--- src/rtl/pcs_pkg.sv ---
// rtl/pcs_pkg.sv - shared PCS types for the 1000BASE-X transmit path
package pcs_pkg;

  typedef enum logic [1:0] {
    XMIT_IDLE          = 2'd0,
    XMIT_CONFIGURATION = 2'd1,
    XMIT_DATA          = 2'd2
  } xmit_t;

  typedef enum logic [2:0] {
    OS_I, OS_C, OS_S, OS_D, OS_T, OS_R, OS_V, OS_LI
  } ordered_set_t;

  typedef enum logic [3:0] {
    ST_TX_TEST_XMIT,
    ST_CONFIGURATION,
    ST_IDLE,
    ST_XMIT_DATA,
    ST_START_OF_PACKET,
    ST_START_ERROR,
    ST_TX_DATA_ERROR,
    ST_TX_DATA,
    ST_END_OF_PACKET_NOEXT,
    ST_END_OF_PACKET_EXT,
    ST_EXTEND_BY_1,
    ST_CARRIER_EXTEND,
    ST_EPD2_NOEXT,
    ST_EPD3
  } tx_ordered_set_state_t;

endpackage

--- src/rtl/pcs_tx_ordered_set.sv ---
// rtl/pcs_tx_ordered_set.sv - PCS transmit ordered-set state machine
// Registered outputs take their entry value on the edge that enters the state.
module pcs_tx_ordered_set
  import pcs_pkg::*;
#(
  parameter logic [7:0] CARRIER_EXT_TXD = 8'h0F,
  parameter bit         SUPPORT_EXTEND  = 1'b1
) (
  input  logic                  clk,
  input  logic                  rst_n,
  input  logic                  power_on,
  input  logic                  mr_main_reset,
  input  xmit_t                 xmit,
  input  logic                  TX_EN,
  input  logic                  TX_ER,
  input  logic [7:0]            TXD,
  input  logic                  TX_OSET_indicate,
  input  logic                  tx_even,
  input  logic                  receiving,
  output ordered_set_t          tx_o_set,
  output logic                  transmitting,
  output logic                  COL,
  output tx_ordered_set_state_t current_state,
  output logic                  state_change
);

  tx_ordered_set_state_t state, next_state, tx_packet;
  xmit_t                 xmit_ref;
  logic                  fire;
  logic                  xmit_change;

  function automatic ordered_set_t void_sel(input ordered_set_t os, input logic en,
                                            input logic er, input logic [7:0] txd);
    if ((en && er) || (!en && er && (txd != CARRIER_EXT_TXD))) return OS_V;
    return os;
  endfunction

  assign xmit_change   = (xmit != xmit_ref);
  assign current_state = state;

  // TX_PACKET decision point: resolved combinationally, never held in state
  always_comb begin
    if (TX_EN)                        tx_packet = TX_ER ? ST_TX_DATA_ERROR : ST_TX_DATA;
    else if (TX_ER && SUPPORT_EXTEND) tx_packet = ST_END_OF_PACKET_EXT;
    else                              tx_packet = ST_END_OF_PACKET_NOEXT;
  end

  // fire marks a (re)entry, the only time entry actions may update outputs
  always_comb begin
    next_state = state;
    fire       = 1'b0;
    if (state != ST_TX_TEST_XMIT && xmit_change && TX_OSET_indicate && !tx_even) begin
      next_state = ST_TX_TEST_XMIT;
      fire       = 1'b1;
    end else begin
      case (state)
        ST_TX_TEST_XMIT: begin
          fire = 1'b1;
          if (xmit == XMIT_CONFIGURATION)                 next_state = ST_CONFIGURATION;
          else if (xmit == XMIT_DATA && !TX_EN && !TX_ER) next_state = ST_XMIT_DATA;
          else                                            next_state = ST_IDLE;
        end
        ST_CONFIGURATION: ;
        ST_IDLE: if (xmit == XMIT_DATA && TX_OSET_indicate && !TX_EN && !TX_ER) begin
          next_state = ST_XMIT_DATA;
          fire       = 1'b1;
        end
        ST_XMIT_DATA: if (TX_OSET_indicate && TX_EN) begin
          next_state = TX_ER ? ST_START_ERROR : ST_START_OF_PACKET;
          fire       = 1'b1;
        end
        ST_START_OF_PACKET, ST_TX_DATA_ERROR, ST_TX_DATA: if (TX_OSET_indicate) begin
          next_state = tx_packet;
          fire       = 1'b1;
        end
        ST_START_ERROR: if (TX_OSET_indicate) begin
          next_state = ST_TX_DATA_ERROR;
          fire       = 1'b1;
        end
        ST_END_OF_PACKET_NOEXT, ST_EXTEND_BY_1: if (TX_OSET_indicate) begin
          next_state = ST_EPD2_NOEXT;
          fire       = 1'b1;
        end
        ST_END_OF_PACKET_EXT: if (TX_OSET_indicate) begin
          next_state = TX_ER ? ST_CARRIER_EXTEND : ST_EXTEND_BY_1;
          fire       = 1'b1;
        end
        ST_CARRIER_EXTEND: if (TX_OSET_indicate) begin
          fire = 1'b1;
          if (!TX_ER) next_state = TX_EN ? ST_START_OF_PACKET : ST_EXTEND_BY_1;
          else        next_state = TX_EN ? ST_START_ERROR : ST_CARRIER_EXTEND;
        end
        ST_EPD2_NOEXT: if (TX_OSET_indicate) begin
          next_state = tx_even ? ST_EPD3 : ST_XMIT_DATA;
          fire       = 1'b1;
        end
        ST_EPD3: if (TX_OSET_indicate) begin
          next_state = ST_XMIT_DATA;
          fire       = 1'b1;
        end
        default: begin
          next_state = ST_TX_TEST_XMIT;
          fire       = 1'b1;
        end
      endcase
    end
  end

  always_ff @(posedge clk or negedge rst_n) begin
    if (!rst_n) begin
      state        <= ST_TX_TEST_XMIT;
      xmit_ref     <= XMIT_IDLE;
      tx_o_set     <= OS_I;
      transmitting <= 1'b0;
      COL          <= 1'b0;
      state_change <= 1'b0;
    end else if (power_on || mr_main_reset) begin
      state        <= ST_TX_TEST_XMIT;
      xmit_ref     <= XMIT_IDLE;
      tx_o_set     <= OS_I;
      transmitting <= 1'b0;
      COL          <= 1'b0;
      state_change <= 1'b0;
    end else begin
      state        <= next_state;
      state_change <= (next_state != state);
      if (state == ST_TX_TEST_XMIT) xmit_ref <= xmit;
      if (fire) begin
        case (next_state)
          ST_TX_TEST_XMIT:   transmitting <= 1'b0;
          ST_CONFIGURATION:  tx_o_set <= OS_C;
          ST_IDLE, ST_XMIT_DATA: tx_o_set <= OS_I;
          ST_START_OF_PACKET, ST_START_ERROR: begin
            tx_o_set     <= OS_S;
            transmitting <= 1'b1;
          end
          ST_TX_DATA_ERROR:  tx_o_set <= OS_V;
          ST_TX_DATA:        tx_o_set <= void_sel(OS_D, TX_EN, TX_ER, TXD);
          ST_END_OF_PACKET_NOEXT: begin
            tx_o_set <= OS_T;
            if (!tx_even) transmitting <= 1'b0;
          end
          ST_END_OF_PACKET_EXT: tx_o_set <= void_sel(OS_T, TX_EN, TX_ER, TXD);
          ST_EXTEND_BY_1: begin
            tx_o_set <= OS_R;
            if (!tx_even) transmitting <= 1'b0;
          end
          ST_CARRIER_EXTEND: tx_o_set <= void_sel(OS_R, TX_EN, TX_ER, TXD);
          ST_EPD2_NOEXT: begin
            tx_o_set     <= OS_R;
            transmitting <= 1'b0;
          end
          ST_EPD3:           tx_o_set <= OS_R;
          default: ;
        endcase
      end
      // collision tracks receiving continuously while a frame is on the wire
      case (next_state)
        ST_START_OF_PACKET, ST_START_ERROR, ST_TX_DATA_ERROR, ST_TX_DATA,
        ST_END_OF_PACKET_EXT, ST_CARRIER_EXTEND: COL <= receiving;
        ST_TX_TEST_XMIT, ST_END_OF_PACKET_NOEXT, ST_EXTEND_BY_1: COL <= 1'b0;
        default: ;
      endcase
    end
  end

endmodule

--- config.mk ---
export PLATFORM = sky130hd
export DESIGN_NAME = pcs_tx_ordered_set
export DESIGN_NICKNAME = d
export VERILOG_FILES = /design/src/rtl/pcs_pkg.sv /design/src/rtl/pcs_tx_ordered_set.sv
export SDC_FILE = /design/constraint.sdc
export NUM_CORES = 1
export LEC_CHECK = 0
export CORE_ASPECT_RATIO = 1.1
export CORE_MARGIN = 2
export CORE_UTILIZATION = 29
export CTS_CLUSTER_SIZE = 14
export DETAILED_ROUTE_END_ITERATION = 10
export GPL_TIMING_DRIVEN = 0
export PLACE_DENSITY = 0.47
export SLEW_MARGIN = 20
export SYNTH_ARGS = -nofsm -noshare
export SYNTH_HDL_FRONTEND = slang
export SYNTH_SLANG_ARGS = --single-unit
export TNS_END_PERCENT = 10
--- constraint.sdc ---
create_clock -name clk -period 3.2 [get_ports clk]
set_clock_uncertainty 0.05 [all_clocks]
set_input_delay 0.8 -clock clk [delete_from_list [all_inputs] [get_ports clk]]
set_output_delay 0.8 -clock clk [all_outputs]
set_load 0.02 [all_outputs]
==> impl_metrics.toml, run 1 <==
[sta]
grt_setup_unrepaired = "false"
timing.fmax_mhz = 337.1
timing.final.hold_violations = 0
worst_slew_margin_rel_pct = 58.67
final_cycle_share_pct = 92.69
timing.final.ws_setup_ps = 233.8
worstMarginPinSlew_ps = 614.7
drv_slew = 0
timing.final.setup_violations = 0
period_minus_slack_ps = 2966
final.setup.tns_ps = 0

[die]
placement_rows = 25
core_region_area_um2 = 4254
die_y_um = 73.34
io_pins = 29
initial_cell_density_of_the_core_pct = 29.79
chipWidth_um = 67.04
die_area_um2 = 4916

[grt]
overflow = 0
first_global_vias = 1259
maximum_number_of_pins_on_one_net_before_global_route_repair = 13
wire_length_of_the_first_global_routing_pass_um = 5865
grt_usage_pct = 15.59
grt_antenna_before_repair = 0

[synth]
yosysSeqAreaShare_pct = 23.69
synth.lib_cells_used.distinct = 59
synth_commonest_cells = "16 x sky130_fd_sc_hd__nand2_1, 16 x sky130_fd_sc_hd__nor2_1, 12 x sky130_fd_sc_hd__dfrtp_1, 8 x sky130_fd_sc_hd__a21oi_1, 6 x sky130_fd_sc_hd__o21ai_0"
postSynth.asyncResetShare_pct = 100.0
postSynthNetCount = 176
synth-warning-count = 0
ys_dominant_reg_cell = "sky130_fd_sc_hd__dfrtp_1"
yosysTopAreaCell = "sky130_fd_sc_hd__dfrtp_1"
syn-mean-instance-area_um2 = 8.177
synth_enable_flop_cells = 0
synth_largest_type_area_fraction_pct = 23.69
mappedNetlistArea_um2 = 1267
synthTopCellsByArea = "sky130_fd_sc_hd__dfrtp_1 24%, sky130_fd_sc_hd__nand2_1 4.7%, sky130_fd_sc_hd__nor2_1 4.7%"
ys_ff_latch = 12
synthesis.instances = 155

[min_path]
worstHoldStart = "transmitting"
min_delay_worst_endpoint = "transmitting"
timing.hold.worst.class = "reg2reg"
holdPathStages = 1

[placed_design]
hpwl_detailed_um = 2777
place.gp.congestion = 0.8645
dpl.cell_count = 236
portBuffers = 27
dpl_cell_area_um2 = 1605
place_ws_ps = -182.0

[clock_network]
cts_buffers = 3
cts_tree = "yes"
cts_buffer_depth = 2
clock-sinks = 12
insertion_delay_ps = 240
htree_num_levels = 1
clk_pin_slew_ps = 50
cts_root_buffer = "sky130_fd_sc_hd__clkbuf_8"

[setup_path]
timing.critical_path.slowest_cell_delay_ps = 500
critical_path.cell_chain = "clkdlybuf4s50_1 > or3b_1 > o32ai_1 > a22oi_2 > nand2_2 > maj3_1 > o211ai_2 > and4b_1 > a31o_1"
rr_endpoint = "tx_o_set[0]"
critPathRequiredTime_ps = 3280
path_delay_family = "simple AND/OR/NAND/NOR gates"
worstPathBufferInverterCount = 1
timing.critical_path.arrival_ps = 3050
start_of_the_worst_register_to_register_path = "current_state[2]"
worstRegToRegCells = 9
crit_slowest_cell = "sky130_fd_sc_hd__clkdlybuf4s50_1"
reg2reg_setup_slack_ps = 750
startpoint_type = "primary input"
end_kind = "flop"
timing_worst_setup_path_type = "in2reg"
cp_max_fo = 9

[finish]
layout-area-overhead-vs-synth_pct = 30.11
n_antenna_cell = 0
drive_above_1_share_pct = 12.97
postLayoutCoreUtil_pct = 38.76
final.fill_count = 461
final_cell_area_um2 = 1649
final_cells = 239
finish.net_count = 208

[pwr]
worst_ir_drop_vdd_mv = 0.1944
static-leakage-power_nw = 0.7160
power_density_nw_per_um2 = 272.3

[route]
wire_per_inst_um = 14.79
number_of_drc_violations_after_detailed_routing = 0
antenna_left = 0
drt-total-wl_um = 3535
detail_route.vias_per_cell = 5.222
drt_iter0_markers = 149
vias = 1248
drtPass1Iterations = 4

[run_status]
outcome = "finished, final reports clean"

[job]
cap_viol_max_count = 0
cells in the final DEF, fill, tap and decap left out, types with 4 or more instances in the layout:
cell type	n
sky130_fd_sc_hd__a21oi_1	8
sky130_fd_sc_hd__mux2i_1	4
sky130_fd_sc_hd__nand2_1	16
sky130_fd_sc_hd__dfrtp_1	12
sky130_fd_sc_hd__nand2b_1	5
sky130_fd_sc_hd__o21ai_0	6
sky130_fd_sc_hd__nor2_1	16
sky130_fd_sc_hd__clkdlybuf4s50_1	26
sky130_fd_sc_hd__buf_6	5
sky130_fd_sc_hd__o21ai_1	4
sky130_fd_sc_hd__nor3_1	4
area by class of cell:
cell class,instances,area (um^2),area share [%]
tap,54,67.56,4.097
inverter,3,11.26,0.6829
multi-input combinational,129,862.1,52.28
buffer,11,93.84,5.690
sequential,12,300.3,18.21
timing repair buffer,27,272.8,16.54
clock buffer,3,41.29,2.504
timing repair:
| action | CTS | global route |
|---|---|---|
| setup endpoints to repair | 0 | 3 |
| gates resized for setup | 0 | 1 |
| setup buffers | 0 | 0 |
| hold buffers | 0 | 0 |
per-layer routing:
| metal | routed length [um] | track usage [%] | up-vias |
|---|---|---|---|
| met5 | 0 | 0 | - |
| met4 | 53 | 5.896 | 0 |
| met3 | 106 | 1.991 | 5 |
| met2 | 1672 | 25.74 | 25 |
| met1 | 1703 | 20.63 | 583 |
| li1 | - | - | 635 |
per-stage QoR:
| step | hold WS (ps) | total power [W] |
|---|---|---|
| 3_3_place_gp | 440.4 | 0.0003136 |
| 2_1_floorplan | 454.4 | 0.0002561 |
| 6_report | 453.7 | 0.0004490 |
| 4_1_cts | 458.3 | 0.0004548 |
| 3_5_place_dp | 441.9 | 0.0003136 |
| 5_1_grt | 478.2 | 0.0004789 |
worst max path at each step:
stage	cells after the start	startpoint	slack, ps	endpoint
after floorplan	9	TX_OSET_indicate	590	transmitting
after global placement	10	TX_EN	-210	transmitting
after detailed placement	10	TX_EN	-180	transmitting
after CTS	10	TX_EN	70	transmitting
after global routing	9	TX_ER	50	COL
final	9	TX_ER	230	transmitting
sequential cells by signal, indices dropped and copies added, names as in the netlist:
register       count
state_change       1
transmitting       1
xmit_ref           2
COL                1
tx_o_set           3
current_state      4
logic make-up after synthesis:
group                    count (synthesis)  share of synthesized area (%)
adder cells (fa/ha/maj)                  3                          2.764
buffers and inverters                   14                          8.291
flip-flops                              12                          23.69
AO/OA/AOI/OAI                           50                          29.32
XOR/XNOR                                 5                          3.456
multiplexers                             4                          3.159
AND/OR/NAND/NOR                         67                          29.32
where the power goes:
| group | leakage, nW | switching (W) | total [W] | internal, W |
|---|---|---|---|---|
| registers | 0.165 | 0.00000344 | 0.000161 | 0.000158 |
| clock network | 0.0216 | 0.0000549 | 0.000138 | 0.0000829 |
| logic | 0.530 | 0.0000810 | 0.000150 | 0.0000690 |
Power figures use the tool's default switching activity.
==> inputs of run 2 (changes only) <==
--- a/config.mk
+++ b/config.mk
@@ -11,7 +11,7 @@
 export CTS_CLUSTER_SIZE = 14
 export DETAILED_ROUTE_END_ITERATION = 10
 export GPL_TIMING_DRIVEN = 0
-export PLACE_DENSITY = 0.47
+export PLACE_DENSITY = 0.58
 export SLEW_MARGIN = 20
 export SYNTH_ARGS = -nofsm -noshare
 export SYNTH_HDL_FRONTEND = slang
==> constraint.sdc (replaced) <==
create_clock -name clk -period 3.3 [get_ports clk]
set_clock_uncertainty 0.05 [all_clocks]
set_input_delay 0.825 -clock clk [delete_from_list [all_inputs] [get_ports clk]]
set_output_delay 0.825 -clock clk [all_outputs]
set_load 0.02 [all_outputs]
==> run 2 against run 1 <==
Non-clock buffer count unchanged. Via count increased by 3.8%. Largest cell class unchanged. Hold slack improved by 2.2 ps. Wire length decreased by 1.1%. Flip-flop and latch count unchanged. Sequential share of layout area decreased by 0.12 points. Power increased by 3.8%.
==> impl_metrics.toml, run 2 (same netlist as run 1, synthesis figures left out) <==
[setup_path]
cp_max_fo = 9
timing.critical_path.arrival_ps = 3270
critical_path.cell_chain = "clkdlybuf4s50_1 > inv_1 > ha_1 > nand3b_1 > a22oi_2 > nand2_2 > or4_4 > o211ai_2 > o21ai_1 > a31o_1"
critPathRequiredTime_ps = 3380
worstPathBufferInverterCount = 2
crit_slowest_cell = "sky130_fd_sc_hd__clkdlybuf4s50_1"
path_delay_family = "buffers and inverters"
end_kind = "flop"
timing.critical_path.slowest_cell_delay_ps = 640
timing_worst_setup_path_type = "in2reg"
startpoint_type = "primary input"

[pwr]
static-leakage-power_nw = 0.7140
power_density_nw_per_um2 = 280.8
worst_ir_drop_vdd_mv = 0.2673

[clock_network]
cts_hold_buf = 0
ctsResizeCount = 0
clk_pin_slew_ps = 50
insertion_delay_ps = 240
clock-sinks = 12
cts_tree = "yes"
cts_buffer_depth = 2
cts_root_buffer = "sky130_fd_sc_hd__clkbuf_8"
cts_buffers = 3
htree_num_levels = 1
postcts_setup_bufs = 0

[finish]
final_cells = 240
layout_commonest_cell = "sky130_fd_sc_hd__clkdlybuf4s50_1"
final_cell_area_um2 = 1660
seq_area_um2 = 300.3
n_antenna_cell = 0
drive_above_1_share_pct = 13.44
final.fill_count = 479
finish.net_count = 208
multi_input_area_um2 = 862.1
layout-area-overhead-vs-synth_pct = 31.00
commonest_non_fill_non_tap_cells_in_the_layout = "27 x sky130_fd_sc_hd__clkdlybuf4s50_1, 16 x sky130_fd_sc_hd__nor2_1, 16 x sky130_fd_sc_hd__nand2_1, 12 x sky130_fd_sc_hd__dfrtp_1, 8 x sky130_fd_sc_hd__a21oi_1"
largest_register_ff_count = 4

[route]
detail_route.vias_per_cell = 5.400
drt_iter0_markers = 93
drtPass1Iterations = 4
number_of_drc_violations_after_detailed_routing = 0
wire_per_inst_um = 14.57
antenna_left = 0
drt-total-wl_um = 3497
vias = 1296

[die]
chipWidth_um = 67.04
io_pins = 29
die_y_um = 73.34
placement_rows = 25
die_area_um2 = 4916
core_region_area_um2 = 4254
initial_cell_density_of_the_core_pct = 29.79

[placed_design]
dpl.cell_count = 236
place.gp.congestion = 0.8619
hpwl_detailed_um = 2668
dpl_cell_area_um2 = 1605
portBuffers = 27

[sta]
worstMarginPinSlew_ps = 641.9
timing.final.setup_violations = 0
timing.fmax_mhz = 313.6
grt_setup_unrepaired = "false"
final.setup.tns_ps = 0
drv_slew = 0
worst_slew_margin_rel_pct = 56.84
final_cycle_share_pct = 96.64
period_minus_slack_ps = 3189
timing.final.hold_violations = 0

[grt]
first_global_vias = 1206
overflow = 0
grt_usage_pct = 15.07
maximum_number_of_pins_on_one_net_before_global_route_repair = 13
wire_length_of_the_first_global_routing_pass_um = 5671
grt_antenna_before_repair = 0

[run_status]
outcome = "finished, final reports clean"

[job]
cap_viol_max_count = 0

[min_path]
timing.hold.worst.class = "reg2reg"
==> run 2: area by class of cell <==
type,instances,share of cell area [%]
Clock buffer,4,3.316
Buffer,11,5.652
Inverter,3,0.6782
Tap cell,54,4.069
Timing Repair Buffer,27,16.28
Sequential cell,12,18.09
Multi-Input combinational cell,129,51.92
==> run 2: worst reg2reg max path, delay by kind of cell, from the launching register on <==
family                   cells  cell delay (ps)
AO/OA/AOI/OAI                3              830
flip-flops                   1              430
buffers and inverters        2              380
AND/OR/NAND/NOR              2              300
adder cells (fa/ha/maj)      1              320
==> run 2: worst paths after layout <==
check | slack (ps) | end | from | cells past startpoint
max | 110 | transmitting | TX_EN | 10
max reg2reg | 870 | transmitting | current_state[2] | 8
min | 460 | transmitting | transmitting | 1
min reg2reg | 460 | transmitting | transmitting | 1
min in group asynchronous | 890 | tx_o_set[1] | rst_n | 1
max in group asynchronous | 1950 | xmit_ref[0] | rst_n | 1
==> run 2: per-stage QoR <==
stage	setup slack (ps)	utilization (%)	power, W	hold WS, ps
final	110.8	39.03	0.0004662	455.9
after global routing	26.67	39.03	0.0004927	504.1
after CTS	143.6	39.03	0.0004690	459.5
after detailed placement	-97.39	37.74	0.0003032	451.2
after global placement	-129.0	37.74	0.0003036	453.6
after floorplan	665.2	-	0.0002483	455.9
==> run 2: per-layer routing <==
| layer | vias up | routed length [um] | track usage, % |
|---|---|---|---|
| met3 | 9 | 121 | 2.144 |
| met4 | 0 | 82 | 6.349 |
| met2 | 27 | 1699 | 24.86 |
| met5 | - | 0 | 0 |
| met1 | 623 | 1592 | 19.54 |
| li1 | 637 | - | - |
==> run 2: power by group <==
group	internal [W]	switching, W	total, W
clock	0.000106	0.0000592	0.000165
sequential	0.000153	0.00000314	0.000156
combinational	0.0000669	0.0000786	0.000145
